[config.mk]
export PLATFORM = sky130hd
export DESIGN_NAME = button_reader
export DESIGN_NICKNAME = d
export VERILOG_FILES = /design/src/rtl/button_pkg.sv /design/src/rtl/button_evt_fifo.sv /design/src/rtl/button_reader.sv
export SDC_FILE = /design/constraint.sdc
export NUM_CORES = 1
export LEC_CHECK = 0
export CORE_MARGIN = 3
export CORE_UTILIZATION = 50
export CTS_BUF_LIST = sky130_fd_sc_hd__clkbuf_16
export DETAILED_ROUTE_END_ITERATION = 6
export PLACE_DENSITY = 0.83
export SETUP_SLACK_MARGIN = 0.2
export SLEW_MARGIN = 10
export SYNTH_ARGS = -nofsm -noshare
export SYNTH_HDL_FRONTEND = slang
export SYNTH_HIERARCHICAL = 1
export SYNTH_SLANG_ARGS = --single-unit
[constraint.sdc]
create_clock -name clk -period 3.3 [get_ports clk]
set_input_delay 0.495 -clock clk [delete_from_list [all_inputs] [get_ports clk]]
set_output_delay 0.495 -clock clk [all_outputs]
set_load 0.03 [all_outputs]
[src/rtl/button_pkg.sv]
`default_nettype none
// ============================================================================
// Module      : button_pkg
// Description : Shared constants and types for the button/equalizer reader.
//               Holds the bus widths, the peripheral register map and the
//               state encoding of the read-sequencing FSM.
// Revision    : 1.0 - initial release
// ============================================================================
package button_pkg;

    // Bus widths of the button/equalizer peripheral interface
    localparam int c_data_w = 24;
    localparam int c_addr_w = 2;

    // Peripheral register map
    localparam logic [c_addr_w-1:0] c_rd_addr_status = 2'b00;
    localparam logic [c_addr_w-1:0] c_rd_addr_eq     = 2'b01;
    localparam logic [c_addr_w-1:0] c_rd_addr_cfg    = 2'b10;
    localparam logic [c_addr_w-1:0] c_rd_addr_id     = 2'b11;

    // Read-sequencer state encoding
    typedef enum logic [1:0] {
        ST_IDLE     = 2'd0,
        ST_REQ      = 2'd1,
        ST_WAIT_LOW = 2'd2
    } state_t;

endpackage
`default_nettype wire

[src/rtl/button_evt_fifo.sv]
`default_nettype none
// ============================================================================
// Module      : button_evt_fifo
// Description : Synchronous first-word-fall-through FIFO for event words.
//               When push and pop coincide the pop is taken first, so a
//               push into a full FIFO that is also being popped is accepted.
//               o_data shows the head word while not empty and keeps the
//               last head word once the FIFO drains.
// Ports       : clk, rst (async, active-low)
//               i_push/i_data   - write request and word
//               i_pop           - read request (ignored when empty)
//               o_data          - head word
//               o_full/o_empty  - status
//               o_count         - occupancy
// Revision    : 1.0 - initial release
// ============================================================================
module button_evt_fifo #(
    parameter int DATA_W = 24,
    parameter int DEPTH  = 8
) (
    input  logic                       clk,
    input  logic                       rst,
    input  logic                       i_push,
    input  logic [DATA_W-1:0]          i_data,
    input  logic                       i_pop,
    output logic [DATA_W-1:0]          o_data,
    output logic                       o_full,
    output logic                       o_empty,
    output logic [$clog2(DEPTH+1)-1:0] o_count
);

    localparam int c_ptr_w = $clog2(DEPTH);
    localparam int c_cnt_w = $clog2(DEPTH + 1);

    logic [DATA_W-1:0]  r_mem [DEPTH];
    logic [c_ptr_w-1:0] r_wr_ptr;
    logic [c_ptr_w-1:0] r_rd_ptr;
    logic [c_cnt_w-1:0] r_count;
    logic [DATA_W-1:0]  r_hold;

    logic w_empty;
    logic w_full;
    logic w_do_pop;
    logic w_do_push;

    assign w_empty   = (r_count == '0);
    assign w_full    = (r_count == c_cnt_w'(DEPTH));
    assign w_do_pop  = i_pop & ~w_empty;
    // A simultaneous pop frees the slot this push needs
    assign w_do_push = i_push & (~w_full | w_do_pop);

    // Storage needs no reset: it is only observed while non-empty
    always_ff @(posedge clk) begin
        if (w_do_push) begin
            r_mem[r_wr_ptr] <= i_data;
        end
    end

    always_ff @(posedge clk or negedge rst) begin
        if (!rst) begin
            r_wr_ptr <= '0;
            r_rd_ptr <= '0;
            r_count  <= '0;
            r_hold   <= '0;
        end else begin
            if (w_do_push) begin
                r_wr_ptr <= r_wr_ptr + c_ptr_w'(1);
            end
            if (w_do_pop) begin
                r_rd_ptr <= r_rd_ptr + c_ptr_w'(1);
            end
            case ({w_do_push, w_do_pop})
                2'b10:   r_count <= r_count + c_cnt_w'(1);
                2'b01:   r_count <= r_count - c_cnt_w'(1);
                default: r_count <= r_count;
            endcase
            // Track the head so the output can hold it after the last pop
            if (!w_empty) begin
                r_hold <= r_mem[r_rd_ptr];
            end
        end
    end

    assign o_data  = w_empty ? r_hold : r_mem[r_rd_ptr];
    assign o_full  = w_full;
    assign o_empty = w_empty;
    assign o_count = r_count;

endmodule
`default_nettype wire

[src/rtl/button_reader.sv]
`default_nettype none
// ============================================================================
// Module      : button_reader
// Description : Bus master that reads the button/equalizer peripheral once
//               per interrupt assertion, queues the returned word in an
//               event FIFO and flags bus timeouts and FIFO overflow.
// Ports       : clk, rst (async, active-low)
//               fpga_int            - level interrupt from the peripheral
//               fpga_drdy/fpga_data - read response
//               fpga_ce/fpga_addr   - read strobe and address (registered)
//               evt_valid/evt_data  - FIFO head, evt_ready pops it
//               evt_count           - FIFO occupancy
//               overflow            - sticky: word dropped on a full FIFO
//               timeout_err         - sticky: read got no fpga_drdy
//               err_clr             - clears both sticky flags
// Revision    : 1.0 - initial release
// ============================================================================
module button_reader #(
    parameter int                      DATA_W     = button_pkg::c_data_w,
    parameter int                      ADDR_W     = button_pkg::c_addr_w,
    parameter logic [ADDR_W-1:0]       RD_ADDR    = button_pkg::c_rd_addr_status,
    parameter int                      FIFO_DEPTH = 8,
    parameter int                      TIMEOUT    = 255
) (
    input  logic                            clk,
    input  logic                            rst,
    input  logic                            fpga_int,
    input  logic                            fpga_drdy,
    input  logic [DATA_W-1:0]               fpga_data,
    output logic                            fpga_ce,
    output logic [ADDR_W-1:0]               fpga_addr,
    output logic                            evt_valid,
    output logic [DATA_W-1:0]               evt_data,
    input  logic                            evt_ready,
    output logic [$clog2(FIFO_DEPTH+1)-1:0] evt_count,
    output logic                            overflow,
    output logic                            timeout_err,
    input  logic                            err_clr
);

    import button_pkg::*;

    localparam int                c_tmo_w    = $clog2(TIMEOUT + 1);
    // Last count value before the counter reaches TIMEOUT
    localparam logic [c_tmo_w-1:0] c_tmo_last = c_tmo_w'(TIMEOUT - 1);

    state_t              r_state;
    logic                r_ce;
    logic [ADDR_W-1:0]   r_addr;
    logic [c_tmo_w-1:0]  r_tmo_cnt;
    logic                r_overflow;
    logic                r_timeout_err;

    logic w_push;
    logic w_pop;
    logic w_full;
    logic w_empty;
    logic w_tmo_hit;
    logic w_ovf_set;

    // Data wins over a timeout landing in the same cycle
    assign w_push    = (r_state == ST_REQ) & fpga_drdy;
    assign w_tmo_hit = (r_state == ST_REQ) & ~fpga_drdy & (r_tmo_cnt == c_tmo_last);
    assign w_pop     = ~w_empty & evt_ready;
    // Full with no pop means the captured word has nowhere to go
    assign w_ovf_set = w_push & w_full & ~w_pop;

    always_ff @(posedge clk or negedge rst) begin
        if (!rst) begin
            r_state       <= ST_IDLE;
            r_ce          <= 1'b0;
            r_addr        <= '0;
            r_tmo_cnt     <= '0;
            r_overflow    <= 1'b0;
            r_timeout_err <= 1'b0;
        end else begin
            case (r_state)
                ST_IDLE: begin
                    r_tmo_cnt <= '0;
                    if (fpga_int) begin
                        r_state <= ST_REQ;
                        r_ce    <= 1'b1;
                        r_addr  <= RD_ADDR;
                    end
                end
                ST_REQ: begin
                    if (!fpga_drdy) begin
                        r_tmo_cnt <= r_tmo_cnt + c_tmo_w'(1);
                    end
                    if (fpga_drdy || w_tmo_hit) begin
                        r_state <= ST_WAIT_LOW;
                        r_ce    <= 1'b0;
                        r_addr  <= '0;
                    end
                end
                ST_WAIT_LOW: begin
                    // Re-arm only after the interrupt drops: one read per assertion
                    r_addr <= '0;
                    if (!fpga_int) begin
                        r_state <= ST_IDLE;
                    end
                end
                default: begin
                    r_state <= ST_IDLE;
                    r_ce    <= 1'b0;
                    r_addr  <= '0;
                end
            endcase

            // Sticky flags: a new event takes priority over a clear
            r_overflow    <= w_ovf_set | (r_overflow & ~err_clr);
            r_timeout_err <= w_tmo_hit | (r_timeout_err & ~err_clr);
        end
    end

    button_evt_fifo #(
        .DATA_W (DATA_W),
        .DEPTH  (FIFO_DEPTH)
    ) u_evt_fifo (
        .clk     (clk),
        .rst     (rst),
        .i_push  (w_push),
        .i_data  (fpga_data),
        .i_pop   (w_pop),
        .o_data  (evt_data),
        .o_full  (w_full),
        .o_empty (w_empty),
        .o_count (evt_count)
    );

    assign fpga_ce     = r_ce;
    assign fpga_addr   = r_addr;
    assign evt_valid   = ~w_empty;
    assign overflow    = r_overflow;
    assign timeout_err = r_timeout_err;

endmodule
`default_nettype wire

==> out/results.ini, run 1 <==
[status]
status=finished, final reports clean

[route]
post_drt_wl_per_cell_um=20.91
drt_first_pass_iters=5
drtIter0Drc=316
num_vias=5240
routed_via_density=5.816
wl_um=18840
route.detailed.drc=0
ant_nets=0

[placed_design]
globalplace.congestion=0.8198
port_buffers=61
post-place-ws_ns=0.2897
placed_area_um2=10490
hpwl_um=11190

[sta]
rsz0062_at_grt=true
tns_ns=0
worstMarginPinSlew_ns=0.9578
min_period_ns=3.068
drv_slew=0
hold_violations=0
fin_skew_ns=0.01063
hold_slack_ns=0.1237
fin_crit_sh=0.9298
postLayoutSetupSlackWorst_ns=0.2317
relSlewSlack=0.3615
fmax_ghz=0.3259
setup_viol_count_final=0

[clock_network]
h-tree-depth=1
cts_made_buffers=24
cts_buffer_depth=3
clk_pin_slew_ns=0.06
cts_setup_buffers=0
clk_latency_ns=0.53
cts_tree=yes
cts_root_buffer=clkbuf_16
clock_sinks=239

[worst_setup_path]
slowest_stage=dfrtp_4
end_kind=output port
critical_path_required_ns=2.80
cp-start-kind=flop
critical_path_class=reg2out
path_cells=buf_6, mux2i_1, a22oi_1, o221ai_1, o21ai_0, dlygate4sd1_1
cp_max_fo=20
critPathTopFamily=compound AO/OA/AOI/OAI gates
max_stage_delay_ns=0.57
critPathArrivalTime_ns=2.57
crit_buf_inv=2

[die]
die_y_um=144.2
initial_core_util=0.5194
row_count=49
die_x_um=144.2
fp.coreArea_um2=18390
boundaryPins=64
die-area_um2=20800

[flow_run]
drv_cap=0

[grt]
grt_use_total=0.1859
antenna_found_initial=0
met3_usage=0.03704
grt_pass1_vias=5552
use_met2=0.3109
grtUsageMet1=0.2546
grt_busiest_layer=met2
grt_max_degree=49
grt_pass1_wl_um=30300
grt_overflow=0

[cells_and_area]
post-route-cell-area_um2=11230
final_layout_size_suffix_gt1_frac=0.2202
final_nets=691
num_antenna_cells=0
area_delta_synth_final_pct=17.60

[min_path]
min_path_type=in2async

[synthesis]
synth_ff_type=edfxtp_1
synth_fa_ha_area_frac=0.009954
syn_inst=577
syn_area_per_cell_um2=16.56
yosysUniqueCellTypes=54
synthSimpleGateAreaFrac=0.03772
muxShareOfSynthArea=0.1139
yosys_warnings=6
synth_compound_area_frac=0.07845
synth_top_family_by_area=multiplexers
synth_edf_count=192
synth_area_um2=9553
seq_area_frac_synth=0.7267
synth-seq-cells=239
synth_xor_area_frac=0.006418
synth_async_sr_flop_share=0.1967

[power_and_ir_drop]
leakage_nw=3.966
power.density_nw_per_um2=923.1
finalPower_mw=10.37
ir_drop_v=0.0006306

[kinds of logic after synthesis]
group                    Yosys count
flip-flops                       239
AO/OA/AOI/OAI                    103
multiplexers                     102
AND/OR/NAND/NOR                   73
buffers and inverters             45
adder cells (fa/ha/maj)            7
XOR/XNOR                           7
other                              1
[metal layers]
layer  share of wire  up-vias
met5               0        -
met3           0.058       32
met4           0.020        0
met1            0.43     2659
met2            0.50      151
li1                -     2398
[metrics by stage]
step / instances / utilization
floorplan: 578 / -
global placement: 857 / 0.5701
detailed placement: 857 / 0.5701
CTS: 901 / 0.6134
global route: 901 / 0.6108
finish: 901 / 0.6108
[cells in the final DEF (no fill, tap or decap), types with 7 or more instances in the layout]
cell and count:
edfxtp_1 192, mux2i_1 51, mux2_2 49, dfrtp_1 45, clkdlybuf4s50_1 36, nand2_1 31, o21ai_0 24, clkbuf_16 24
buf_4 19, o221ai_1 18, a22oi_1 17, inv_1 15, clkbuf_2 14, o22ai_1 9, nand2b_1 7, a221o_1 7
[Yosys cell counts, types with 2 or more instances]
| cell | n | area share |
|---|---|---|
| nand2b_1 | 8 | 0.0052 |
| edfxtp_1 | 192 | 0.60 |
| a221o_1 | 7 | 0.0073 |
| buf_6 | 7 | 0.0083 |
| o221ai_1 | 18 | 0.017 |
| o32ai_1 | 2 | 0.0018 |
| nand2_1 | 31 | 0.012 |
| inv_1 | 12 | 0.0047 |
| a22oi_1 | 17 | 0.013 |
| nor2b_1 | 5 | 0.0033 |
| a22o_1 | 2 | 0.0018 |
| buf_2 | 6 | 0.0031 |
| o211ai_1 | 4 | 0.0031 |
| dfrtp_1 | 47 | 0.12 |
| o31ai_1 | 3 | 0.0024 |
| xnor2_1 | 5 | 0.0046 |
| buf_4 | 6 | 0.0047 |
| nand3_1 | 4 | 0.0021 |
| or2_2 | 2 | 0.0013 |
| xor2_1 | 2 | 0.0018 |
| nor2_1 | 10 | 0.0039 |
| nor3_1 | 2 | 0.0010 |
| or3_1 | 3 | 0.0020 |
| ha_1 | 6 | 0.0079 |
| o22ai_1 | 9 | 0.0059 |
| mux2i_1 | 51 | 0.053 |
| o21ai_0 | 26 | 0.014 |
| a21oi_1 | 4 | 0.0021 |
| or4_1 | 2 | 0.0016 |
| mux2_2 | 49 | 0.058 |
| clkbuf_1 | 12 | 0.0047 |
[worst reg2reg max path, stage by stage, from the launching register on]
cell and delay [ns]:
dfrtp_2 0.43, or3_4 0.47, nor2_4 0.15, nor2b_1 0.07, o21ai_1 0.23, nand2b_1 0.21
inv_1 0.08, ha_1 0.30, a211oi_2 0.08, or3_1 0.40, o211ai_1 0.18, o221ai_1 0.14
[report_power, final]
group	internal, mW	switching (mW)	leakage, nW	total, mW
sequential	3.70	0.279	2.29	3.98
clock	1.57	1.12	0.395	2.69
combinational	1.43	2.28	1.28	3.71
[final timing paths]
check / startpoint / end / slack (ns) / cells after the start
max in group asynchronous: rst / u_evt_fifo/r_hold[11] / 2.44 / 2
hold / removal: rst / r_tmo_cnt[4] / 0.12 / 1
hold reg to reg: u_evt_fifo/r_hold[21] / u_evt_fifo/r_hold[21] / 0.49 / 2
min in group clk: u_evt_fifo/r_hold[21] / u_evt_fifo/r_hold[21] / 0.49 / 2
setup / recovery: u_evt_fifo/r_rd_ptr[0] / evt_data[7] / 0.23 / 6
setup reg to reg: u_evt_fifo/o_count[0] / u_evt_fifo/o_count[3] / 0.42 / 11
[cell type report]
type / count / area, um^2
clock buffers: 24 / 600.6
repair buffers: 83 / 738.2
clock inverters: 20 / 197.7
well taps: 229 / 286.5
fillers: 1298 / 7158
multi-input cells: 294 / 2420
flip-flops and latches: 239 / 6947
inverters: 12 / 45.04
[repair_timing]
action                                  CTS  global route
resized for setup                        51            44
endpoints found under the setup margin   23            24
endpoints found under the hold margin     0             0
hold buffers                              0             0
[sequential cells by signal, indices dropped and copies added (netlist names)]
register and flops:
u_evt_fifo/r_mem 192, u_evt_fifo/r_hold 24, r_tmo_cnt 8, u_evt_fifo/o_count 4, u_evt_fifo/r_rd_ptr 3, u_evt_fifo/r_wr_ptr 3, r_state 2, fpga_ce 1
overflow 1, timeout_err 1
(Power assumes the default switching activity.)
==> run 2: changes to the inputs <==
--- a/config.mk
+++ b/config.mk
@@ -6,10 +6,10 @@
 export NUM_CORES = 1
 export LEC_CHECK = 0
 export CORE_MARGIN = 3
-export CORE_UTILIZATION = 50
+export CORE_UTILIZATION = 53
 export CTS_BUF_LIST = sky130_fd_sc_hd__clkbuf_16
 export DETAILED_ROUTE_END_ITERATION = 6
-export PLACE_DENSITY = 0.83
+export PLACE_DENSITY = 0.87
 export SETUP_SLACK_MARGIN = 0.2
 export SLEW_MARGIN = 10
 export SYNTH_ARGS = -nofsm -noshare
==> run 2 against run 1 <==
  * Critical path depth is the same
  * Clock skew grew 0.0069 ns
  * Worst setup slack gained 0.023 ns
  * Critical endpoint is now evt_data[21]
  * Via count grew 3.1%
  * Sequential power is essentially flat
==> out/results.ini, run 2 (same netlist as run 1, synthesis figures left out) <==
[status]
status=finished, final reports clean  ; unchanged

[placed_design]
hpwl_um=11690  ; was 11190 um
port_buffers=61  ; unchanged
globalplace.congestion=0.7654  ; was 0.8198

[sta]
setup_viol_count_final=0  ; unchanged
worstMarginPinSlew_ns=0.7100  ; was 0.9578 ns
drv_slew=0  ; unchanged
fmax_ghz=0.3283  ; was 0.3259 GHz
min_period_ns=3.046  ; was 3.068 ns
fin_crit_sh=0.9229  ; was 0.9298
rsz0062_at_grt=true  ; unchanged
hold_violations=0  ; unchanged
fin_skew_ns=0.01756  ; was 0.01063 ns
relSlewSlack=0.5266  ; was 0.3615
tns_ns=0  ; unchanged

[grt]
grt_use_total=0.1994  ; was 0.1859
grt_busiest_layer=met2  ; unchanged
use_met2=0.3347  ; was 0.3109
grt_pass1_vias=5692  ; was 5552
antenna_found_initial=0  ; unchanged
grt_overflow=0  ; unchanged
grt_pass1_wl_um=30920  ; was 30300 um
grt_max_degree=34  ; was 49
met3_usage=0.03756  ; was 0.03704
grtUsageMet1=0.2639  ; was 0.2546

[clock_network]
h-tree-depth=1  ; unchanged
cts_buffer_depth=3  ; unchanged
cts_root_buffer=clkbuf_16  ; unchanged
cts_made_buffers=25  ; was 24
clk_pin_slew_ns=0.06  ; about the same
clock_sinks=239  ; unchanged
cts_tree=yes  ; unchanged
postCtsHoldBufs=0  ; unchanged
clk_latency_ns=0.54  ; was 0.53 ns

[worst_setup_path]
cp-start-kind=flop  ; unchanged
critical_path_required_ns=2.80  ; about the same
critPathTopFamily=buffers and inverters  ; was compound AO/OA/AOI/OAI gates
slowest_stage=dfrtp_4  ; unchanged
worstSetupEndpoint=evt_data[21]  ; was evt_data[7]
timing.rr.start=u_evt_fifo/o_count[0]  ; unchanged
cp_max_fo=28  ; was 20
max_stage_delay_ns=0.52  ; was 0.57 ns
critical_path_class=reg2out  ; unchanged
r2r_end=u_evt_fifo/o_count[3]  ; unchanged
ff2ff_path_depth=11  ; unchanged
path_depth=6  ; unchanged
r2r_slack_ns=0.45  ; was 0.42 ns
crit_start=u_evt_fifo/r_rd_ptr[0]  ; unchanged
path_cells=buf_6, mux2i_1, a22oi_1, o221ai_1, o21ai_0, dlygate4sd1_1  ; unchanged
end_kind=output port  ; unchanged
crit_buf_inv=2  ; unchanged
critPathArrivalTime_ns=2.55  ; was 2.57 ns

[die]
boundaryPins=64  ; unchanged
die_x_um=140.3  ; was 144.2 um
initial_core_util=0.5466  ; was 0.5194
fp.coreArea_um2=17480  ; was 18390 um^2
die-area_um2=19670  ; was 20800 um^2
die_y_um=140.3  ; was 144.2 um
row_count=48  ; was 49

[cells_and_area]
final_layout_size_suffix_gt1_frac=0.2234  ; was 0.2202
fillers=1155  ; was 1298
final_common_cell=edfxtp_1  ; unchanged
final_nets=694  ; was 691
top_register=u_evt_fifo/r_mem  ; unchanged
largest_registers=u_evt_fifo/r_mem (192), u_evt_fifo/r_hold (24), r_tmo_cnt (8)  ; unchanged
largest_reg_flops=192  ; unchanged
area_delta_synth_final_pct=18.13  ; was 17.60%
final_cell_mix=edfxtp_1 (192), mux2i_1 (51), mux2_2 (49)  ; unchanged
num_antenna_cells=0  ; unchanged

[route]
num_vias=5400  ; was 5240
route.detailed.drc=0  ; unchanged
ant_nets=0  ; unchanged
drt_first_pass_iters=4  ; was 5
post_drt_wl_per_cell_um=21.96  ; was 20.91 um
drtIter0Drc=457  ; was 316
routed_via_density=5.993  ; was 5.816
wl_um=19780  ; was 18840 um

[power_and_ir_drop]
ir_drop_v=0.0008247  ; was 0.0006306 V
finalPower_mw=10.57  ; was 10.37 mW
power.density_nw_per_um2=936.4  ; was 923.1 nW/um^2
leakage_nw=3.999  ; was 3.966 nW

[flow_run]
drv_cap=0  ; unchanged

[min_path]
min_path_type=in2async  ; unchanged

## run 2: cell count changes in the layout (fill, tap and decap cells not counted), moves of 2 or more
cell,before,now
buf_12,3,1
buf_2,2,4
o21ai_1,3,8
buf_6,1,4
clkbuf_2,14,7
o21ai_0,24,19
clkdlybuf4s15_2,5,9
dlygate4sd2_1,1,5
## run 2: final cells by class
class,count,area [um^2],area share
multi-input combinational,294,2422,0.2147
sequential,239,6947,0.6156
inverter,12,45.04,0.003992
clock inverter,21,196.4,0.01741
timing repair buffer,85,767.0,0.06797
tap,225,281.5,0.02495
clock buffer,25,625.6,0.05544
## run 2: routing by layer
layer	vias up	share of wire
li1	2407	-
met1	2751	0.41
met2	190	0.50
met3	52	0.058
met4	0	0.031
met5	-	0
## run 2: what timing repair did
item,4_1_cts,5_1_grt
cloned,0,0
endpoints found under the hold margin,0,0
setup buffers,0,2
setup endpoints to repair,25,25
gates resized for setup,70,37
## run 2: worst min-delay path by stage
stage	to	from	slack [ns]	cells past startpoint
finish	r_tmo_cnt[0]	rst	0.02	1
CTS	u_evt_fifo/r_hold[10]	rst	0.03	1
detailed placement	u_evt_fifo/r_hold[11]	u_evt_fifo/r_hold[11]	0.48	2
global placement	u_evt_fifo/r_hold[21]	u_evt_fifo/r_hold[21]	0.47	2
floorplan	fpga_ce	rst	0.20	0
global route	r_tmo_cnt[2]	rst	0.07	1
## run 2: where the power goes
group	internal, mW	total [mW]	leakage, nW	switching (mW)
Combinational	1.48	3.82	1.28	2.34
Clock	1.63	2.77	0.420	1.14
Sequential	3.70	3.97	2.29	0.273
Total	6.81	10.6	4.00	3.76
## run 2: through the flow
stage	area, um^2	instances	hold slack, ns	utilization	setup slack (ns)
after floorplan	9568	578	0.1994	-	0.07641
final	11280	901	0.02179	0.6457	0.2543
after global routing	11280	901	0.07232	0.6457	0.1178
after CTS	11290	899	0.03107	0.6463	0.09016
after global placement	10460	853	0.4700	0.5983	0.3763
after detailed placement	10460	853	0.4842	0.5983	0.2560
